File: src/rtl/elm_onehot_argmax.sv
// ELM output stage: captures the class scores and scans them serially
// for the maximum, returning one-hot, index and winning score.
module elm_onehot_argmax #(
    parameter int NUM_CLASSES = 10,
    parameter int DW          = 16,
    parameter int IDXW        = 4
) (
    input  logic                      clk,
    input  logic                      rst,
    input  logic                      store_out,
    input  logic [NUM_CLASSES*DW-1:0] yhat_flat,
    input  logic                      start_onehot,
    output logic                      output_valid,
    output logic [NUM_CLASSES-1:0]    onehot_out,
    output logic [IDXW-1:0]           class_idx,
    output logic [DW-1:0]             best_score,
    output logic                      busy
);

    typedef enum logic [1:0] {
        IDLE,
        SCAN,
        DONE,
        WAIT
    } state_t;

    state_t state;
    state_t state_nxt;

    logic signed [DW-1:0] scores [NUM_CLASSES];
    logic [IDXW-1:0]      cnt;
    logic [IDXW-1:0]      run_idx;
    logic signed [DW-1:0] run_max;

    logic signed [DW-1:0] cand;
    logic signed [DW-1:0] first_score;
    logic signed [DW-1:0] new_max;
    logic [IDXW-1:0]      new_idx;
    logic                 take;
    logic                 last;
    logic                 capture;

    always_comb begin
        cand        = scores[cnt];
        take        = cand > run_max;
        last        = cnt == IDXW'(NUM_CLASSES - 1);
        capture     = store_out && (state == IDLE || state == WAIT);
        // same-cycle capture: scan must start from the incoming data
        first_score = store_out ? $signed(yhat_flat[DW-1:0]) : scores[0];
        new_max     = take ? cand : run_max;
        new_idx     = take ? cnt : run_idx;
    end

    always_ff @(posedge clk) begin
        if (rst) begin
            state <= IDLE;
        end else begin
            state <= state_nxt;
        end
    end

    always_comb begin
        state_nxt    = state;
        output_valid = 1'b0;
        busy         = 1'b0;
        unique case (state)
            IDLE: begin
                if (start_onehot) begin
                    state_nxt = SCAN;
                end
            end
            SCAN: begin
                busy = 1'b1;
                if (!start_onehot) begin
                    state_nxt = IDLE;
                end else if (last) begin
                    state_nxt = DONE;
                end
            end
            DONE: begin
                busy         = 1'b1;
                output_valid = 1'b1;
                state_nxt    = WAIT;
            end
            WAIT: begin
                if (!start_onehot) begin
                    state_nxt = IDLE;
                end
            end
            default: state_nxt = IDLE;
        endcase
    end

    always_ff @(posedge clk) begin
        if (rst) begin
            for (int k = 0; k < NUM_CLASSES; k++) begin
                scores[k] <= '0;
            end
            cnt        <= '0;
            run_idx    <= '0;
            run_max    <= '0;
            class_idx  <= '0;
            best_score <= '0;
            onehot_out <= '0;
        end else begin
            if (capture) begin
                for (int k = 0; k < NUM_CLASSES; k++) begin
                    scores[k] <= yhat_flat[k*DW +: DW];
                end
            end
            unique case (state)
                IDLE: begin
                    if (start_onehot) begin
                        run_max <= first_score;
                        run_idx <= '0;
                        cnt     <= IDXW'(1);
                    end
                end
                SCAN: begin
                    // a dropped request aborts without touching results
                    if (start_onehot) begin
                        run_max <= new_max;
                        run_idx <= new_idx;
                        cnt     <= cnt + IDXW'(1);
                        if (last) begin
                            class_idx  <= new_idx;
                            best_score <= new_max;
                            onehot_out <= {{(NUM_CLASSES-1){1'b0}}, 1'b1}
                                          << new_idx;
                        end
                    end
                end
                default: ;
            endcase
        end
    end

endmodule

File: config.mk
export PLATFORM = sky130hd
export DESIGN_NAME = elm_onehot_argmax
export DESIGN_NICKNAME = d
export VERILOG_FILES = /design/src/rtl/elm_onehot_argmax.sv
export SDC_FILE = /design/constraint.sdc
export NUM_CORES = 1
export LEC_CHECK = 0
export BUFFER_PORTS_ARGS = -buffer_cell sky130_fd_sc_hd__buf_2
export CORE_UTILIZATION = 35
export DETAILED_ROUTE_END_ITERATION = 8
export GPL_ROUTABILITY_DRIVEN = 0
export HOLD_SLACK_MARGIN = 0.15
export PLACE_DENSITY_LB_ADDON = 0.25
export SLEW_MARGIN = 25
export SYNTH_ARGS = -nofsm -noshare
export SYNTH_HDL_FRONTEND = slang
export SYNTH_SLANG_ARGS = --single-unit
File: constraint.sdc
create_clock -name clk -period 9.46 [get_ports clk]
set_input_delay 0.946 -clock clk [delete_from_list [all_inputs] [get_ports clk]]
set_output_delay 0.946 -clock clk [all_outputs]
set_load 0.005 [all_outputs]
==> results of run 1 <==
==> critical path, delay by kind of cell (launching register included) <==
kind            cells  cell delay, ns
compound gates      5            1.06
mux                 3            1.52
fa+ha+maj           1            0.35
simple gates        3            0.67
flops               1            0.57
buf+inv             2            0.56
==> state kept, by name, summed over array words and instances, names as in the netlist, named ones only <==
name        cells
scores        160
state           1
best_score     16
run_max        16
class_idx       4
run_idx         4
onehot_out     10
cnt             4
==> synth_stat cells, types with 3 or more instances <==
cell | number | area, µm²
a31oi_1 | 3 | 18.8
mux2i_1 | 49 | 490
o22ai_1 | 16 | 100
nor2_1 | 31 | 116
nand3_1 | 11 | 55.1
nor3_1 | 5 | 25.0
mux4_2 | 32 | 721
buf_1 | 3 | 11.3
nor2b_1 | 17 | 106
edfxtp_1 | 160 | 4800
mux2_2 | 3 | 33.8
a211oi_1 | 45 | 338
and2_1 | 161 | 1010
a21oi_1 | 24 | 120
o21ai_0 | 6 | 30.0
ha_1 | 22 | 275
nor4_1 | 5 | 31.3
clkbuf_1 | 46 | 173
nand4_1 | 4 | 25.0
inv_1 | 21 | 78.8
buf_2 | 5 | 25.0
dfxtp_1 | 60 | 1200
nand2b_1 | 4 | 25.0
nand2_1 | 42 | 158
==> cell usage in the layout (no fill, tap or decap), types with 6 or more instances in the layout <==
| cell | synthesis | layout |
|---|---|---|
| mux2i_1 | 49 | 49 |
| a21oi_1 | 24 | 24 |
| nor2_1 | 31 | 29 |
| nand3_1 | 11 | 11 |
| o22ai_1 | 16 | 16 |
| and2_1 | 161 | 160 |
| o21ai_0 | 6 | 6 |
| edfxtp_1 | 160 | 160 |
| ha_1 | 22 | 22 |
| a211oi_1 | 45 | 45 |
| dfxtp_1 | 60 | 58 |
| clkbuf_1 | 46 | 9 |
| inv_1 | 21 | 21 |
| buf_4 | 2 | 8 |
| mux4_2 | 32 | 32 |
| clkbuf_16 | 0 | 26 |
| nor2b_1 | 17 | 17 |
| nand2_1 | 42 | 42 |
| buf_2 | 5 | 195 |
==> per-stage QoR <==
stage	hold WS (ns)	cell area (µm²)	std cells	power, mW
floorplan	0.449	10300	811	1.48
global placement	0.433	11600	1340	1.59
detailed placement	0.447	11600	1341	1.60
CTS	0.459	12400	1389	2.59
global route	0.479	12500	1390	2.67
finish	0.453	12500	1390	2.56
==> cells by family (layout without fill, tap and decap cells) <==
logic type                 after synthesis  in the layout  share of synthesized area [%]
buffers and inverters                   79            274                           3.16
and+or+nand+nor                        288            288                           15.7
AOI/OAI and AO/OA                      117            117                           7.79
DFF                                    220            220                           58.4
muxes                                   85             85                           12.3
adders and majority gates               22             22                           2.67
==> layer usage <==
metal	wire length, µm	global-route usage (%)	up-vias
li1	-	-	3322
met1	11600	23.4	3217
met2	11500	26.1	217
met3	1420	2.65	40
met4	605	4.50	0
met5	0	0	-
==> worst paths after layout <==
path | slack (ns) | startpoint | to | depth (start not counted)
worst max-delay path | 4.60 | flop | best_score[0] | 14
worst min-delay path | 0.45 | onehot_out[6] | onehot_out[6] | 2
worst max register to register | 4.60 | flop | best_score[0] | 14
worst min register to register | 0.45 | onehot_out[6] | onehot_out[6] | 2
==> where the power goes <==
part           leakage (nW)  internal, mW  switching, mW
logic                  2.38         0.181          0.228
registers              2.23          1.13         0.0381
clock network         0.410         0.597          0.385
total                  5.02          1.91          0.651
==> layout make-up <==
cell class,instances,area (µm²)
clock buffers,36,698
clock inverters,12,146
fillers,2725,16300
inverters,21,78.8
multi-input cells,512,3980
flip-flops and latches,220,6010
well taps,384,480
repair buffers,205,1080
==> summary.md, run 1 <==
| Metric | Value |
|---|---|
| Status | finished, final reports clean |
| Vias in the first global route | 6,660 |
| Largest net degree at the start of global routing | 92 |
| DR vias/cell | 4.89 |
| Clock Skews | 0.0136 ns |
| Mapped Cells | 811 |
| First DRT Iteration DRCs | 416 |
| P&R area growth vs syn | 21.2% |
| Final #Nets | 1,172 |
| DR pass1 iterations | 5 |
| Rel. slew slack | 34.8% |
| Syn avg cell area | 12.7 µm² |
| TritonCTS clock tree | done |
| Least-Margin Pin Slew | 0.979 ns |
| Port Buf Inserts | 195 |
| Fmax | 206 MHz |
| Die width | 173 µm |
| Initial cell density of the core | 35.8% |
| Unrepaired setup endpoints after global routing | no |
| CTS Buffer Depth | 3 |
| Post CTS Setup Buffer Count | 0 |
| Worst path slowest cell | mux2i_4 |
| Clk slew on worst S/H paths | 0.06 ns |
| Seq/Total Area, Yosys | 58.4% |
| Detailed-route via count | 6,796 |
| Worst-Skew Late Latency | 0.53 ns |
| Critical path arrival | 5.31 ns |
| Max incr delay on CP | 0.61 ns |
| Cts bufs inserted | 26 |
| Fin crit period | 4.86 ns |
| Share of flip-flops with an asynchronous set or reset | 0% |
| Remaining DRCs | 0 |
| Yosys warns | 0 |
| Post-synth EDFFs | 160 |
| Root buf cell | clkbuf_16 |
| GRT Overall Usage | 16.5% |
| Std-Cell Rows | 62 |
| GRT overflow | 0 |
| Post-synth cell types | 49 |
| Die ar. | 0.0301 mm² |
| Worst Setup Slack post-DPL | 4.39 ns |
| Initial antenna violation count | 0 |
| Primary FF master, synth | edfxtp_1 |
| Io pins | 196 |
| Routed wire length | 25.1 mm |
| P_leak | 5.02 nW |
| Layout cells sized above 1 | 28.9% |
| Synthesized flop and latch total | 220 |
| Final setup fails | 0 |
| Mapped Nets | 997 |
| Antenna fix cells | 0 |
| Worst Setup Path Type | flop to flop |
| Hold Crit Class | flop to flop |
| Netlist Area Pre-Place | 0.0103 mm² |
| Max-cap violations | 0 |
| Peak supply drop | 121 µV |
| Chip height | 173 µm |
| Cell Pwr Density | 205 mW/mm² |
| First-pass GRT wire length | 38.0 mm |
| Layout Utilization | 43.3% |
| Setup TNS Final | 0 ns |
| Period Utilization, post-route | 51.4% |
| Cell Chain, Critical Path | buf_16, mux4_2, nor2b_1, a211oi_1, a21oi_1, ha_1, nand4_2, nor4_1, a21boi_1, a2111o_2, mux2i_4, buf_8, mux2_2, a211oi_2 |
| Final hold violation count | 0 |
| Worst setup EP type | flop |
| Antenna Nets Post-Route | 0 |
| Core Region | 0.0288 mm² |
| Post-CTS sizing | 0 |
| HPWL after DPL | 17.5 mm |
| Hold buffers post-CTS | 0 |
| Crit-path max FO | 33 |
| Clock sink total | 220 |
| H-tree Lvls | 1 |
| CP Launch Type | flop |
| Drt wl/cell | 18.1 µm |
| Post-route setup slack | 4.60 ns |
| Worst path required time | 9.91 ns |
| Max-slew violations | 0 |
Power figures use the tool's default switching activity.
==> inputs of run 2 (changes only) <==
Clock period 9.46 ns to 3.9 ns, I/O delays scaled along.
==> summary.md, run 2 (synthesis gave the netlist of run 1 again) <==
| Metric | Value |
|---|---|
| R2R setup slack | 0.08 ns |
| Commonest cells after routing, fill and taps aside | 195 x buf_2, 161 x and2_1, 160 x edfxtp_1 |
| Fmax | 262 MHz |
| Die width | 173 µm |
| GRT Overall Usage | 17.4% |
| Period Utilization, post-route | 97.9% |
| Most flops, register | scores |
| Total area of sequential cells | 0.00601 mm² |
| Vias in the first global route | 7,133 |
| Final Power | 6.43 mW |
| DR vias/cell | 4.89 |
| Cell Pwr Density | 470 mW/mm² |
| Hold Crit Class | input port to flop |
| TritonCTS clock tree | done |
| Worst-Skew Late Latency | 0.52 ns |
| Remaining DRCs | 0 |
| Antenna Nets Post-Route | 0 |
| Largest net degree at the start of global routing | 124 |
| Fill cell count | 2,574 |
| Max incr delay on CP | 0.49 ns |
| H-tree Lvls | 1 |
| CP Launch Type | flop |
| Commonest non-fill, non-tap cell in the layout | buf_2 |
| Peak supply drop | 265 µV |
| Drt wl/cell | 18.2 µm |
| GRT overflow | 0 |
| Critical path arrival | 4.16 ns |
| Post-route cell area | 0.0137 mm² |
| First DRT Iteration DRCs | 459 |
| Worst path required time | 4.24 ns |
| Io pins | 196 |
| Cts bufs inserted | 25 |
| Rel. slew slack | 22.8% |
| Initial cell density of the core | 35.8% |
| Initial antenna violation count | 1 |
| Worst setup EP type | flop |
| Max reg flops | 160 |
| Placed cell areas | 0.0118 mm² |
| Clk slew on worst S/H paths | 0.06 ns |
| Antenna fix cells | 0 |
| HPWL after DPL | 18.2 mm |
| Worst Setup Path Type | flop to flop |
| Detailed-route via count | 7,274 |
| Clock Skews | 0.0104 ns |
| Worst path slowest cell | mux4_2 |
| Cell Chain, Critical Path | buf_12, mux4_2, nor2b_1, a211oi_2, a21oi_1, ha_1, nand4_4, nor4_4, a21boi_2, a2111o_2, mux2i_4, buf_6, mux2i_2, a211oi_1 |
| Port Buf Inserts | 195 |
| P_leak | 5.47 nW |
| Least-Margin Pin Slew | 1.16 ns |
| Final #Nets | 1,271 |
| Final hold violation count | 0 |
| Multi-input gate area | 0.00422 mm² |
| Root buf cell | clkbuf_16 |
| DR pass1 iterations | 5 |
| Fin crit period | 3.82 ns |
| Clock sink total | 220 |
| Max-slew violations | 0 |
| Final setup fails | 0 |
| Chip height | 173 µm |
| Core Region | 0.0288 mm² |
| Unrepaired setup endpoints after global routing | yes |
| Status | finished, final reports clean |
| First-pass GRT wire length | 40.2 mm |
| Die ar. | 0.0301 mm² |
| Biggest regs | scores x160, best_score x16, run_max x16 |
| Max-cap violations | 0 |
| CTS Buffer Depth | 3 |
| Routed wire length | 27.1 mm |
| Std-Cell Rows | 62 |
| Layout cells sized above 1 | 32.1% |
| P&R area growth vs syn | 33.0% |
| Crit-path max FO | 8 |
## run 2: per-stage QoR
stage	hold WS, ns	util [%]	cells	setup slack, ns	TNS, ns
after CTS	0.150	46.3	1474	-0.000697	-0.000697
final	0.163	47.6	1488	0.0806	0
after floorplan	0.449	-	811	0.113	0
after global placement	0.435	41.0	1356	0.151	0
after detailed placement	0.447	41.0	1356	-0.0698	-0.576
after global routing	0.153	47.6	1488	-0.0814	-1.38
## run 2: worst paths after layout
| check | cells past startpoint | startpoint | endpoint |
|---|---|---|---|
| hold reg to reg | 2 | onehot_out[8] | onehot_out[8] |
| hold / removal | 2 | yhat_flat[157] | scores[9][13] |
| setup reg to reg | 14 | flop | run_max[12] |
| setup / recovery | 14 | flop | run_max[12] |
## run 2: power by group
part | internal, mW | switching (mW)
combinational | 0.639 | 0.663
sequential | 2.74 | 0.0853
clock | 1.37 | 0.927
## run 2: cell type report
class                      count  area share [%]
tap                          384            3.51
clock inverter                15            1.06
sequential                   220            43.9
inverter                      21           0.576
clock buffer                  31            4.73
multi-input combinational    512            30.8
timing repair buffer         305            15.4
## run 2: repair_timing
action	in CTS	in global routing
pin swaps	0	17
endpoints found under the hold margin	72	0
resized for setup	5	49
endpoints found under the setup margin	27	47
setup buffers	0	13
cloned	0	1
hold buffers	72	0
## run 2: worst max-delay path, delay by kind of cell, from the launching register on
kind / cells / cell delay [ns]
AO/OA/AOI/OAI: 5 / 0.80
flip-flops: 1 / 0.43
multiplexers: 3 / 1.06
buffers and inverters: 2 / 0.36
adder cells (fa/ha/maj): 1 / 0.37
AND/OR/NAND/NOR: 3 / 0.62
## run 2: layer usage
layer / share of wire, % / routed length (µm) / global-route usage [%] / vias up
met5: 0 / 0 / 0 / -
met4: 1.9 / 517 / 3.83 / 0
met3: 5.0 / 1360 / 2.43 / 34
met2: 46 / 12500 / 28.3 / 229
met1: 47 / 12700 / 24.6 / 3488
li1: - / - / - / 3523
==> inputs of run 3 (changes only) <==
Settings changed: CORE_MARGIN set to 2, PLACE_DENSITY_LB_ADDON 0.25 to not set.
==> summary.md, run 3 (synthesis gave the netlist of run 1 again) <==
| Metric | Value |
|---|---|
| HPWL after DPL | 18.7 mm |
| Routed wl met2 | 13.2 mm |
| Violated checks | setup timing |
| Net Sw Power | 1.71 mW |
| Clk slew on worst S/H paths | 0.06 ns |
| Core Region | 0.0289 mm² |
| Total area of sequential cells | 0.00601 mm² |
| Chip height | 175 µm |
| Final setup fails | 37 |
| CP Launch Type | flop |
| Unrepaired setup endpoints after global routing | yes |
| Net Sw Frac | 26.7% |
| Cell internal pwr | 4.70 mW |
| Status | finished, violations left |
| GRT overflow | 0 |
| Cell Pwr Density | 447 mW/mm² |
| Crit-path max FO | 8 |
| Io pins | 196 |
| Commonest non-fill, non-tap cell in the layout | buf_2 |
| Period Utilization, post-route | 103% |
| Worst-Skew Late Latency | 0.54 ns |
| Least-Margin Pin Slew | 1.07 ns |
| CTS Buffer Depth | 3 |
| Worst setup EP type | flop |
| Fin Hold WS | 0.159 ns |
| Flop pwr share | 44.2% |
| Remaining DRCs | 0 |
| Fin crit period | 4.00 ns |
| First-pass GRT wire length | 41.7 mm |
| Cts bufs inserted | 24 |
| Rel. slew slack | 28.3% |
| Multi-input gate area | 0.00430 mm² |
| Biggest regs | scores x160, best_score x16, run_max x16 |
| P_leak | 5.76 nW |
| Post-route cell area | 0.0143 mm² |
| Routed wire length | 27.7 mm |
| Max-cap violations | 0 |
| Peak supply drop | 350 µV |
| Hold Crit Class | input port to flop |
| R2R setup slack | -0.1 ns |
| Fin cells | 1,548 |
| Placed cell areas | 0.0120 mm² |
| TritonCTS clock tree | done |
| Layout cells sized above 1 | 33.4% |
| Worst path required time | 4.25 ns |
| Die ar. | 0.0308 mm² |
| WL met1 | 12.6 mm |
| Inst Count DP | 1,374 |
| Clock Skews | 0.0213 ns |
| Clk pwr share | 32.3% |
| Max reg flops | 160 |
| Worst path slowest cell | a2111o_2 |
| R2r worst-path depth | 18 |
| Commonest cells after routing, fill and taps aside | 195 x buf_2, 161 x and2_1, 160 x edfxtp_1 |
| P&R area growth vs syn | 39.3% |
| Clock sink total | 220 |
| Worst Setup Path Type | flop to flop |
| Detailed-route via count | 7,499 |
| Post-route setup slack | -0.0985 ns |
| Initial antenna violation count | 0 |
| Critical path destination | run_max[9] |
| Cell Chain, Critical Path | buf_12, buf_6, mux4_2, nor2b_4, a211oi_2, buf_4, a21oi_2, ha_1, nand2_2, nor4_2, buf_4, a21boi_2, a2111o_2, mux2i_4, buf_12, buf_12, mux2i_2, a211oi_1 |
| Port Buf Inserts | 195 |
| Top layer in use | met4 |
| Root buf cell | clkbuf_16 |
| GRT Overall Usage | 17.5% |
| Final #Nets | 1,332 |
| Initial cell density of the core | 35.7% |
| Largest net degree at the start of global routing | 127 |
| Drt wl/cell | 17.9 µm |
| Reg2reg end | run_max[9] |
| Antenna Nets Post-Route | 0 |
| Fill cell count | 2,548 |
| Critical path arrival | 4.35 ns |
| Met3 WL | 1.45 mm |
| Std-Cell Rows | 62 |
| Final hold violation count | 0 |
| DR pass1 iterations | 4 |
| DR vias/cell | 4.84 |
| Vias in the first global route | 7,419 |
| Most flops, register | scores |
| Die width | 175 µm |
| H-tree Lvls | 1 |
| Most used cell along the critical path | buf_12 |
| Combinational share of power | 23.5% |
| Max-slew violations | 0 |
| Max incr delay on CP | 0.50 ns |
| First DRT Iteration DRCs | 538 |
| Fmax | 250 MHz |
| Final Power | 6.41 mW |
run 3: cell types whose count changed in the layout (fill, tap and decap cells not counted), moves of 3 or more:
cell and delta:
dlygate4sd3_1 +37, buf_4 +13, buf_6 +6, buf_12 +5, a211oi_1 -4, clkinv_2 +4, nor2b_1 -4, a211oi_2 +3
bufinv_16 -3, clkinv_1 -3, mux2i_2 -3, mux2i_4 +3
run 3: layer usage:
layer	vias to the layer above	GRT usage, %
met4	0	3.37
met5	-	0
met1	3619	24.8
li1	3631	-
met3	35	2.64
met2	214	28.8
run 3: power by group through the flow:
stage | clock, mW | sequential (mW) | combinational (mW)
after floorplan | 0 | 2.85 | 0.720
after global placement | 0 | 2.87 | 1.10
after detailed placement | 0 | 2.87 | 1.11
after CTS | 2.12 | 2.83 | 1.29
after global routing | 2.20 | 2.85 | 1.62
final | 2.07 | 2.83 | 1.50
run 3: area by class of cell:
cell class	instances	share of cell area, %
flip-flops and latches	220	41.9
multi-input cells	512	30.0
repair buffers	367	19.2
clock buffers	30	4.42
well taps	384	3.35
clock inverters	13	0.593
inverters	21	0.550
diodes	1	0.0175
run 3: through the flow:
stage / util [%] / worst slack, ns / TNS (ns)
2_1_floorplan: - / 0.113 / 0
3_3_place_gp: 41.5 / -0.0305 / -0.314
3_5_place_dp: 41.5 / -0.120 / -2.23
4_1_cts: 48.6 / -0.0191 / -0.0806
5_1_grt: 49.7 / -0.261 / -9.37
6_report: 49.7 / -0.0985 / -1.92
run 3: what timing repair did:
action                                  in CTS  in global routing
hold endpoints to repair                   109                  0
buffers inserted                            10                 11
hold buffers                               109                  0
gates resized for setup                     28                 61
pin swaps                                    7                 33
endpoints found under the setup margin      48                 49
gates cloned                                 2                  1
run 3: worst min-delay path by stage:
stage                        start            end  slack (ns)  depth (start not counted)
finish              yhat_flat[147]   scores[9][3]        0.16                          2
global route         yhat_flat[60]  scores[3][12]        0.15                          2
global placement     onehot_out[6]  onehot_out[6]        0.43                          2
floorplan            onehot_out[6]  onehot_out[6]        0.45                          2
detailed placement   onehot_out[8]  onehot_out[8]        0.44                          2
CTS                 yhat_flat[147]   scores[9][3]        0.15                          2
run 3: critical path, delay by kind of cell, from the launching register on:
family / cells / cell delay (ns)
compound gates: 5 / 1.01
fa+ha+maj: 1 / 0.31
buf+inv: 6 / 0.83
flops: 1 / 0.41
mux: 3 / 0.96
simple gates: 3 / 0.28
